$ cat src/rtl/fetch_inst_queue.sv
// Instruction queue between the fetch/memory-response side and the decoder.
// Holds fetched words with PC, fault and branch-predict sideband, and presents
// the oldest entry to the decoder. A faulting fetch locks the input side until
// the queue is flushed. The head is read combinationally, so the earliest an
// entry reaches the decoder is the cycle after it was accepted.
module fetch_inst_queue #(
    parameter int DEPTH   = 4,
    parameter int DEPTH_N = 2
) (
    input  logic                 iCLOCK,
    input  logic                 inRESET,
    input  logic                 iFREE_DEFAULT,
    input  logic                 iPREVIOUS_VALID,
    input  logic                 iPREVIOUS_FAULT_PAGEFAULT,
    input  logic                 iPREVIOUS_FAULT_PRIVILEGE_ERROR,
    input  logic                 iPREVIOUS_FAULT_INVALID_INST,
    input  logic                 iPREVIOUS_PAGING_ENA,
    input  logic                 iPREVIOUS_KERNEL_ACCESS,
    input  logic                 iPREVIOUS_BRANCH_PREDICT,
    input  logic [31:0]          iPREVIOUS_BRANCH_PREDICT_ADDR,
    input  logic [31:0]          iPREVIOUS_INST,
    input  logic [31:0]          iPREVIOUS_PC,
    output logic                 oPREVIOUS_LOCK,
    output logic                 oNEXT_INST_VALID,
    output logic                 oNEXT_FAULT_PAGEFAULT,
    output logic                 oNEXT_FAULT_PRIVILEGE_ERROR,
    output logic                 oNEXT_FAULT_INVALID_INST,
    output logic                 oNEXT_PAGING_ENA,
    output logic                 oNEXT_KERNEL_ACCESS,
    output logic                 oNEXT_BRANCH_PREDICT,
    output logic [31:0]          oNEXT_BRANCH_PREDICT_ADDR,
    output logic [31:0]          oNEXT_INST,
    output logic [31:0]          oNEXT_PC,
    input  logic                 iNEXT_LOCK,
    output logic                 oFAULT_HOLD,
    output logic [DEPTH_N:0]     oCOUNT
);

    localparam int                ENTRY_W    = 102;
    localparam logic [DEPTH_N:0]  FULL_COUNT = (DEPTH_N+1)'(DEPTH);

    typedef enum logic {
        FILL       = 1'b0,
        FAULT_HOLD = 1'b1
    } state_t;

    // Entry layout: {pagefault, privilege, invalid, paging, kernel, predict,
    //                predict_addr[31:0], inst[31:0], pc[31:0]}
    logic [ENTRY_W-1:0] entry_mem [0:DEPTH-1];

    logic [DEPTH_N-1:0] rd_ptr_reg;
    logic [DEPTH_N-1:0] wr_ptr_reg;
    logic [DEPTH_N:0]   count_reg;
    state_t             state_reg;

    logic               lock;
    logic               push;
    logic               pop;
    logic               push_fault;
    logic [ENTRY_W-1:0] push_entry;
    logic [ENTRY_W-1:0] head_entry;

    // Input is refused while full (even if a pop happens this cycle) or after a fault.
    assign lock = (count_reg == FULL_COUNT) || (state_reg == FAULT_HOLD);
    assign push = iPREVIOUS_VALID && !lock && !iFREE_DEFAULT;
    assign pop  = (count_reg != '0) && !iNEXT_LOCK && !iFREE_DEFAULT;

    assign push_fault = iPREVIOUS_FAULT_PAGEFAULT || iPREVIOUS_FAULT_PRIVILEGE_ERROR ||
                        iPREVIOUS_FAULT_INVALID_INST;

    assign push_entry = {iPREVIOUS_FAULT_PAGEFAULT, iPREVIOUS_FAULT_PRIVILEGE_ERROR,
                         iPREVIOUS_FAULT_INVALID_INST, iPREVIOUS_PAGING_ENA,
                         iPREVIOUS_KERNEL_ACCESS, iPREVIOUS_BRANCH_PREDICT,
                         iPREVIOUS_BRANCH_PREDICT_ADDR, iPREVIOUS_INST, iPREVIOUS_PC};

    // Entry storage; contents need no reset because count masks them.
    always_ff @(posedge iCLOCK) begin
        if (push) begin
            entry_mem[wr_ptr_reg] <= push_entry;
        end
    end

    // Pointers, occupancy and fault-hold state; flush dominates push and pop.
    always_ff @(posedge iCLOCK or negedge inRESET) begin
        if (!inRESET) begin
            rd_ptr_reg <= '0;
            wr_ptr_reg <= '0;
            count_reg  <= '0;
            state_reg  <= FILL;
        end else if (iFREE_DEFAULT) begin
            rd_ptr_reg <= '0;
            wr_ptr_reg <= '0;
            count_reg  <= '0;
            state_reg  <= FILL;
        end else begin
            if (push) begin
                wr_ptr_reg <= wr_ptr_reg + DEPTH_N'(1);
            end
            if (pop) begin
                rd_ptr_reg <= rd_ptr_reg + DEPTH_N'(1);
            end
            if (push && !pop) begin
                count_reg <= count_reg + (DEPTH_N+1)'(1);
            end else if (pop && !push) begin
                count_reg <= count_reg - (DEPTH_N+1)'(1);
            end
            if (push && push_fault) begin
                state_reg <= FAULT_HOLD;
            end
        end
    end

    // Head presentation, forced to zero while empty so no stale entry is visible.
    always_comb begin
        head_entry = '0;
        if (count_reg != '0) begin
            head_entry = entry_mem[rd_ptr_reg];
        end
    end

    assign {oNEXT_FAULT_PAGEFAULT, oNEXT_FAULT_PRIVILEGE_ERROR, oNEXT_FAULT_INVALID_INST,
            oNEXT_PAGING_ENA, oNEXT_KERNEL_ACCESS, oNEXT_BRANCH_PREDICT,
            oNEXT_BRANCH_PREDICT_ADDR, oNEXT_INST, oNEXT_PC} = head_entry;

    assign oNEXT_INST_VALID = (count_reg != '0);
    assign oPREVIOUS_LOCK   = lock;
    assign oFAULT_HOLD      = (state_reg == FAULT_HOLD);
    assign oCOUNT           = count_reg;

endmodule
$ cat config.mk
export PLATFORM = sky130hd
export DESIGN_NAME = fetch_inst_queue
export DESIGN_NICKNAME = d
export VERILOG_FILES = /design/src/rtl/fetch_inst_queue.sv
export SDC_FILE = /design/constraint.sdc
export NUM_CORES = 1
export LEC_CHECK = 0
export CAP_MARGIN = 20
export CORE_ASPECT_RATIO = 0.9
export CORE_MARGIN = 2
export CORE_UTILIZATION = 54
export CTS_CLUSTER_DIAMETER = 100
export DETAILED_ROUTE_END_ITERATION = 16
export GPL_TIMING_DRIVEN = 0
export PLACE_DENSITY = 0.8
export SLEW_MARGIN = 5
export SYNTH_ARGS = -nofsm -noshare
export SYNTH_HDL_FRONTEND = slang
export SYNTH_SLANG_ARGS = --single-unit
$ cat constraint.sdc
create_clock -name iCLOCK -period 4.3 [get_ports iCLOCK]
set_input_delay 0.86 -clock iCLOCK [delete_from_list [all_inputs] [get_ports iCLOCK]]
set_output_delay 0.86 -clock iCLOCK [all_outputs]
set_load 0.1 [all_outputs]
==> impl_metrics.toml, run 1 <==
[clock_tree]
postCtsHoldBufs = 0
postCtsSetupBuffers = 0
clk_root_buffer_cell = "clkbuf_16"
clk_pin_slew_worst_paths_ns = 0.06
clock_path_buffers = 3
h_tree_depth = 2
cts_tree = "done"
clk-insertion-delay-late_ns = 0.53
cts-buffers-inserted = 41
sink_count = 416

[job]
cap_violations = 0

[place]
hpwl_microns = 19200
placed_area_sq_um = 18700
port_buffers = 214
dpl_worst_slack_ns = 0.150
gp_routability_congestion = 0.717

[critical_path]
required_ns = 3.44
critPathArrivalTime_ns = 3.29
setup.worst_path.start_class = "register"
crit_path_start = "oCOUNT[2]"
cp_max_fo = 10
ff2ff_path_depth = 5
crit_path_max_incr_delay_ns = 1.13
critical_path.slowest_cell = "clkdlybuf4s50_1"
r2r_slack_ns = 1.71
critical_path.cell_chain = "or3_1 > buf_6 > buf_2 > clkbuf_1 > and2_1 > clkdlybuf4s50_1"
cp_top_family = "buffers and inverters"
worst-path-stages = 6
worstReg2RegStart = "oFAULT_HOLD"
count_of_buffer_and_inverter_cells_on_the_critical_path = 4
worstSetupEndpointType = "primary output"
timing_worst_setup_path_type = "reg -> out"

[sta]
max_freq_ghz = 0.241
grt_setup_unrepaired = "false"
timing_worst_slew_pin_value_ns = 1.05
timing.final.crit_period_ns = 4.15
crit_path_setup_slack_layout_ns = 0.151
finalHoldViolCount = 0
drv_slew = 0
relSlewSlack = 0.299
layout_worst_path_cycle_share = 0.965
finClkSkew_ns = 0.0156
finalSetupViolations = 0

[routing]
avgViaCountPerCell = 5.46
routed_wl_microns = 30600
wl_met3_microns = 1990
wire_per_inst_microns = 21.9
final_antenna_net_count = 0
post-route-drc-count = 0
met2_length_microns = 15400
route.top_layer_used = "met4"
vias = 7651
routed_length_on_met1_microns = 12700
initialDrtViolationCount = 590
drtPass1Iterations = 5

[synth]
synth.avg_cell_area_sq_um = 22.5
synth_compound_area_frac = 0.00566
synth.distinct_cells = 32
share_of_synthesized_area_occupied_by_flip_flops_and_latches = 0.782
yosys.area_share.xor_xnor = 0.00275
synth_most_common_cell = "edfxtp_1"
synth_top_cell_area_share = 0.769
multiplexer_fraction_of_the_synthesized_cell_area = 0.144
combinational_family_with_the_most_area_after_synthesis = "multiplexers"
postSynth.topFlopCell = "edfxtp_1"
postSynthRegisterBits = 416
syn_inst = 709
synth_fp_nets = 821
asyncSetResetFlopFracSynth = 0.0192
yosysTopAreaCell = "edfxtp_1"
synth_simple_gate_area_frac = 0.0496
ys_warn_count = 0
syn-cell-area_sq_um = 15900
netlist_top_cells_area = "edfxtp_1 77%, mux4_2 14%, and2_1 4.2%, dfrtp_1 1.3%, buf_2 0.47%"
synth.top_cells.by_count = "408 x edfxtp_1, 106 x and2_1, 102 x mux4_2"
yosys.area_share.adder = 0.00440
synth-edff-count = 408

[worst_hold_path]
hp-class = "reg -> reg"
holdCritStartpoint = "oFAULT_HOLD"
holdPathStages = 2

[final_layout]
final_layout_size_suffix_gt1_frac = 0.192
final_area_sq_um = 19900
largest_register_ff_count = 408
finalNetCount = 1084
largest_register = "entry_mem"
antennaDiodeCount = 0
area.growth.synth_to_final_pct = 25.1
core_util_final = 0.689

[global_route]
antenna_found_initial = 0
globalRouteOverflowTotal = 0
grt_max_degree = 55
global_route.usage.total = 0.203
grt_pass1_wl_microns = 46700
first_global_vias = 8251

[die]
die_height_microns = 167
core_rows = 59
initial_utilization = 0.550
core_area_sq_um = 28900
fp.dieW_microns = 185
die_area_sq_um = 30900
io_pins = 215

[status]
outcome = "complete, no violations"
repair_timing:
action | CTS | global route
resized for setup | 64 | 2
endpoints found under the setup margin | 79 | 2
hold endpoints to repair | 0 | 0
cell usage in the layout (no fill, tap or decap), types with 3 or more instances in the layout:
master,netlist,final
nor2_1,6,6
xnor2_1,4,4
clkinv_2,0,6
nand2b_1,3,3
clkinv_1,0,11
clkbuf_1,16,25
clkinvlp_4,0,3
and2_4,0,4
ha_1,4,4
edfxtp_1,408,408
and2_1,106,102
a21oi_1,3,3
buf_2,15,16
mux4_2,102,102
dfrtp_1,8,8
clkdlybuf4s50_1,0,155
buf_1,5,4
inv_1,5,5
nand2_1,4,4
dlygate4sd2_1,0,55
buf_16,0,5
clkbuf_16,0,41
final cells by class:
class / instances / area, sq um
Inverter: 5 / 18.8
Sequential cell: 416 / 12500
Timing Repair Buffer: 220 / 2230
Multi-Input combinational cell: 251 / 3300
Tap cell: 396 / 495
Buffer: 37 / 166
Clock inverter: 26 / 204
Clock buffer: 50 / 1060
Fill cell: 1851 / 9010
final timing paths:
path / endpoint
worst max-delay path: oNEXT_PC[21]
worst min-delay path: oFAULT_HOLD
worst max register to register: entry_mem[3][68]
worst min register to register: oFAULT_HOLD
max in group asynchronous: oCOUNT[0]
min in group asynchronous: oCOUNT[1]
worst min-delay path, delay by kind of cell (launching register included):
kind,cells,cell delay [ns]
AOI/OAI and AO/OA,1,0.05
and+or+nand+nor,1,0.08
DFF,1,0.39
metal layers:
metal,up-vias,GRT usage
met2,237,0.341
li1,3428,-
met3,46,0.0457
met1,3940,0.275
met5,-,0
met4,0,0.0480
metrics by stage:
step / std cells / TNS (ns) / hold slack [ns]
3_5_place_dp: 1325 / 0 / 0.536
2_1_floorplan: 709 / 0 / 0.543
3_3_place_gp: 1319 / -92.37 / 0.519
5_1_grt: 1401 / 0 / 0.588
4_1_cts: 1401 / 0 / 0.554
6_report: 1401 / 0 / 0.554
cells by family (layout without fill, tap and decap cells):
logic type | after synthesis | after routing
AO/OA/AOI/OAI | 9 | 9
XOR/XNOR | 5 | 5
adder cells (fa/ha/maj) | 5 | 5
buffers and inverters | 42 | 338
flip-flops | 416 | 416
multiplexers | 102 | 102
AND/OR/NAND/NOR | 130 | 130
Power of run 1 is not shown: default switching activity piles up to over one toggle a cycle in this logic, so the estimate is an artifact.
==> run 2: changes to the inputs <==
Settings changed: SKIP_CTS_REPAIR_TIMING set to 1.
==> run 2 against run 1 <==
Core utilization shrank 0.12 points; hold slack about the same; clock-buffer cell count unchanged; design area is 0.18% lower; wire length is 0.59% higher; critical endpoint is now oNEXT_FAULT_PRIVILEGE_ERROR; global-route usage barely moved; non-clock buffer count unchanged; sequential share of layout area rose by 0.11 points; first-iteration DRC count rose by 7.1%; register-to-register slack about the same; critical path type unchanged.
==> impl_metrics.toml, run 2 (synthesis gave the netlist of run 1 again) <==
[global_route]
antenna_found_initial = 0
first_global_vias = 8246
grt_pass1_wl_microns = 46700
globalRouteOverflowTotal = 0
global_route.usage.total = 0.203
grt_max_degree = 55

[worst_hold_path]
holdPathStages = 2
hp-class = "reg -> reg"

[final_layout]
final_area_sq_um = 19900
final_common_cell = "edfxtp_1"
leading_cell_types_in_the_layout_fill_and_taps_excluded = "408 x edfxtp_1, 135 x clkdlybuf4s50_1, 102 x mux4_2, 102 x and2_1, 41 x clkbuf_16"
antennaDiodeCount = 0
largest_register = "entry_mem"
largest_register_ff_count = 408
final_layout_size_suffix_gt1_frac = 0.228
area.growth.synth_to_final_pct = 24.9
finalNetCount = 1084
final-instance-count-excl-fill = 1401

[die]
io_pins = 215
die_area_sq_um = 30900
fp.dieW_microns = 185
core_rows = 59
initial_utilization = 0.550
core_area_sq_um = 28900
die_height_microns = 167

[routing]
drtPass1Iterations = 5
vias = 7667
routed_wl_microns = 30800
initialDrtViolationCount = 632
final_antenna_net_count = 0
avgViaCountPerCell = 5.47
wire_per_inst_microns = 22.0
post-route-drc-count = 0

[clock_tree]
h_tree_depth = 2
cts_tree = "done"
clk_root_buffer_cell = "clkbuf_16"
clk_pin_slew_worst_paths_ns = 0.06
cts-buffers-inserted = 41
sink_count = 416
clock_path_buffers = 3
clk-insertion-delay-late_ns = 0.53

[critical_path]
worstSetupEndpointType = "primary output"
setup.worst_path.start_class = "register"
cp_max_fo = 10
timing_worst_setup_path_type = "reg -> out"
critPathArrivalTime_ns = 3.20
required_ns = 3.44
ff2ff_path_depth = 5

[place]
placed_area_sq_um = 18700
port_buffers = 214
hpwl_microns = 19200
place_inst = 1325
gp_routability_congestion = 0.717

[sta]
drv_slew = 0
finalHoldViolCount = 0
fin_tns_setup_ns = 0
finalSetupViolations = 0
layout_worst_path_cycle_share = 0.944
timing_worst_slew_pin_value_ns = 1.06
finClkSkew_ns = 0.0147
hold-worst-slack_ns = 0.554
grt_setup_unrepaired = "false"
timing.final.crit_period_ns = 4.06
relSlewSlack = 0.290
max_freq_ghz = 0.246

[job]
cap_violations = 0

[status]
outcome = "complete, no violations"
run 2: layout make-up:
class                   instances  area [sq um]
fillers                      1839          9040
inverters                       5          18.8
well taps                     396           495
repair buffers                220          2200
plain buffers                  37           165
clock buffers                  50          1060
multi-input cells             251          3300
flip-flops and latches        416         12500
clock inverters                26           204
run 2: metal layers:
metal | global-route usage | up-vias | part of all wire
li1 | - | 3426 | -
met1 | 0.274 | 3946 | 0.41
met2 | 0.341 | 249 | 0.51
met3 | 0.0470 | 46 | 0.072
met4 | 0.0480 | 0 | 0.017
met5 | 0 | - | 0
run 2: final timing paths:
kind / start / to / slack [ns]
setup reg to reg: oFAULT_HOLD / entry_mem[2][32] / 1.72
hold reg to reg: oFAULT_HOLD / oFAULT_HOLD / 0.55
min in group asynchronous: inRESET / oCOUNT[1] / 0.62
max in group asynchronous: inRESET / oCOUNT[0] / 3.40
hold / removal: oFAULT_HOLD / oFAULT_HOLD / 0.55
setup / recovery: rd_ptr_reg[0] / oNEXT_FAULT_PRIVILEGE_ERROR / 0.24
run 2: stage by stage:
stage / utilization / worst slack (ns)
2_1_floorplan: - / 0.282
3_3_place_gp: 0.642 / -0.265
3_5_place_dp: 0.647 / 0.150
4_1_cts: 0.691 / -0.443
5_1_grt: 0.687 / 0.0363
6_report: 0.687 / 0.242
run 2: critical path: stages, from the launching register on:
cell and delay, ns:
dfrtp_1 0.32, clkbuf_1 0.21, buf_2 0.40, mux4_2 0.55
and2_1 0.17, clkdlybuf4s50_1 0.99
Power of run 2 is left out for the same reason.
==> run 3: changes to the inputs <==
Settings changed: PLACE_DENSITY 0.8 to 0.77, REMOVE_ABC_BUFFERS set to 1.
==> run 3 against run 2 <==
Critical path depth is 1 lower; cell count is 2.4% lower; fmax fell by 1.9%; design area up 0.93%; hold slack improved by 0.012 ns; core utilization up 0.64 points; critical endpoint is now oNEXT_INST[5]; wire length is 3.3% lower; die area stayed put.
==> impl_metrics.toml, run 3 (synthesis gave the netlist of run 1 again) <==
[critical_path]
critical_path.cell_chain = "buf_12 > mux4_2 > and2_1 > clkdlybuf4s50_1"
critPathArrivalTime_ns = 3.28
worstSetupEndpointType = "primary output"
required_ns = 3.44
worstReg2RegStart = "oCOUNT[2]"
critical_path.slowest_cell = "clkdlybuf4s50_1"
cp_max_fo = 25
cp_top_family = "buffers and inverters"
timing_worst_setup_path_type = "reg -> out"
setup.worst_path.start_class = "register"
count_of_buffer_and_inverter_cells_on_the_critical_path = 2
crit_path_max_incr_delay_ns = 1.00
crit_path_start = "rd_ptr_reg[0]"

[global_route]
antenna_found_initial = 2
globalRouteOverflowTotal = 0
grtUsageMet3 = 0.0529
busiest_layer = "met2"
grt_pass1_wl_microns = 46200
grt_max_degree = 77
grt.met1_usage = 0.278
global_route.usage.total = 0.197
global_route.usage.met2 = 0.313
first_global_vias = 8056

[place]
placed_area_sq_um = 18800
port_buffers = 214
dpl_worst_slack_ns = 0.555
hpwl_microns = 17600
gp_routability_congestion = 0.698

[worst_hold_path]
hp-class = "reg -> reg"
holdCritStartpoint = "oFAULT_HOLD"

[routing]
final_antenna_net_count = 0
post-route-drc-count = 0
routed_wl_microns = 29800
drtPass1Iterations = 5
initialDrtViolationCount = 514
vias = 7594
avgViaCountPerCell = 5.56
wire_per_inst_microns = 21.8

[sta]
timing.final.crit_period_ns = 4.14
finClkSkew_ns = 0.0153
layout_worst_path_cycle_share = 0.962
crit_path_setup_slack_layout_ns = 0.164
max_freq_ghz = 0.242
finalHoldViolCount = 0
finalSetupViolations = 0
grt_setup_unrepaired = "false"
relSlewSlack = 0.272
timing_worst_slew_pin_value_ns = 1.09
drv_slew = 0

[final_layout]
combined_area_of_the_multi_input_logic_cells_sq_um = 3310
finalNetCount = 1055
largest_register = "entry_mem"
final_common_cell = "edfxtp_1"
filler_cell_count = 1813
leading_cell_types_in_the_layout_fill_and_taps_excluded = "408 x edfxtp_1, 178 x clkdlybuf4s50_1, 102 x mux4_2, 102 x and2_1, 41 x clkbuf_16"
final_area_sq_um = 20100
final_layout_size_suffix_gt1_frac = 0.181
seq_area_sq_um = 12500
largest_register_ff_count = 408
area.growth.synth_to_final_pct = 26.1

[die]
io_pins = 215
initial_utilization = 0.550
core_area_sq_um = 28900
die_area_sq_um = 30900
die_height_microns = 167
core_rows = 59
fp.dieW_microns = 185

[status]
outcome = "complete, no violations"

[clock_tree]
clk_pin_slew_worst_paths_ns = 0.06
h_tree_depth = 2
clock_path_buffers = 3
cts-buffers-inserted = 41
cts_tree = "done"
sink_count = 416
clk-insertion-delay-late_ns = 0.51
clk_root_buffer_cell = "clkbuf_16"

[job]
cap_violations = 0
run 3: layout make-up:
cell class / count / area share
tap: 396 / 0.0247
clock buffer: 54 / 0.0535
antenna: 2 / 0.000249
multi-input combinational: 251 / 0.165
clock inverter: 15 / 0.00692
sequential: 416 / 0.621
timing repair buffer: 228 / 0.128
inverter: 5 / 0.000935
run 3: routing by layer:
metal  part of all wire  wire length [microns]  up-vias
li1                   -                      -     3352
met1               0.42                  12500     3947
met2               0.48                  14400      253
met3              0.082                   2440       42
met4              0.016                    472        0
met5                  0                      0        -
run 3: worst paths after layout:
path                       slack (ns)  depth (start not counted)       endpoint
min in group asynchronous        0.66                          1    oFAULT_HOLD
hold reg to reg                  0.57                          2    oFAULT_HOLD
setup reg to reg                 1.36                          8      oCOUNT[2]
hold / removal                   0.57                          2    oFAULT_HOLD
max in group asynchronous        3.29                          1  rd_ptr_reg[1]
setup / recovery                 0.16                          4  oNEXT_INST[5]
run 3: worst reg2reg max path, cell delays in order (launching register included):
cell and delay [ns]:
dfrtp_1 0.47, or3_4 0.41, buf_16 0.31, and2_0 0.34, nor3_1 0.11, fa_1 0.49, a2111oi_4 0.25, a311oi_1 0.11
a2111oi_2 0.35
run 3: through the flow:
stage	std cells	TNS [ns]	hold slack, ns	utilization
6_report	1367	0	0.566	0.694
2_1_floorplan	672	-205.89	0.536	-
4_1_cts	1365	0	0.579	0.691
3_3_place_gp	1282	-1405.92	0.524	0.636
3_5_place_dp	1296	0	0.560	0.649
5_1_grt	1365	0	0.615	0.694
Power of run 3 is left out for the same reason.
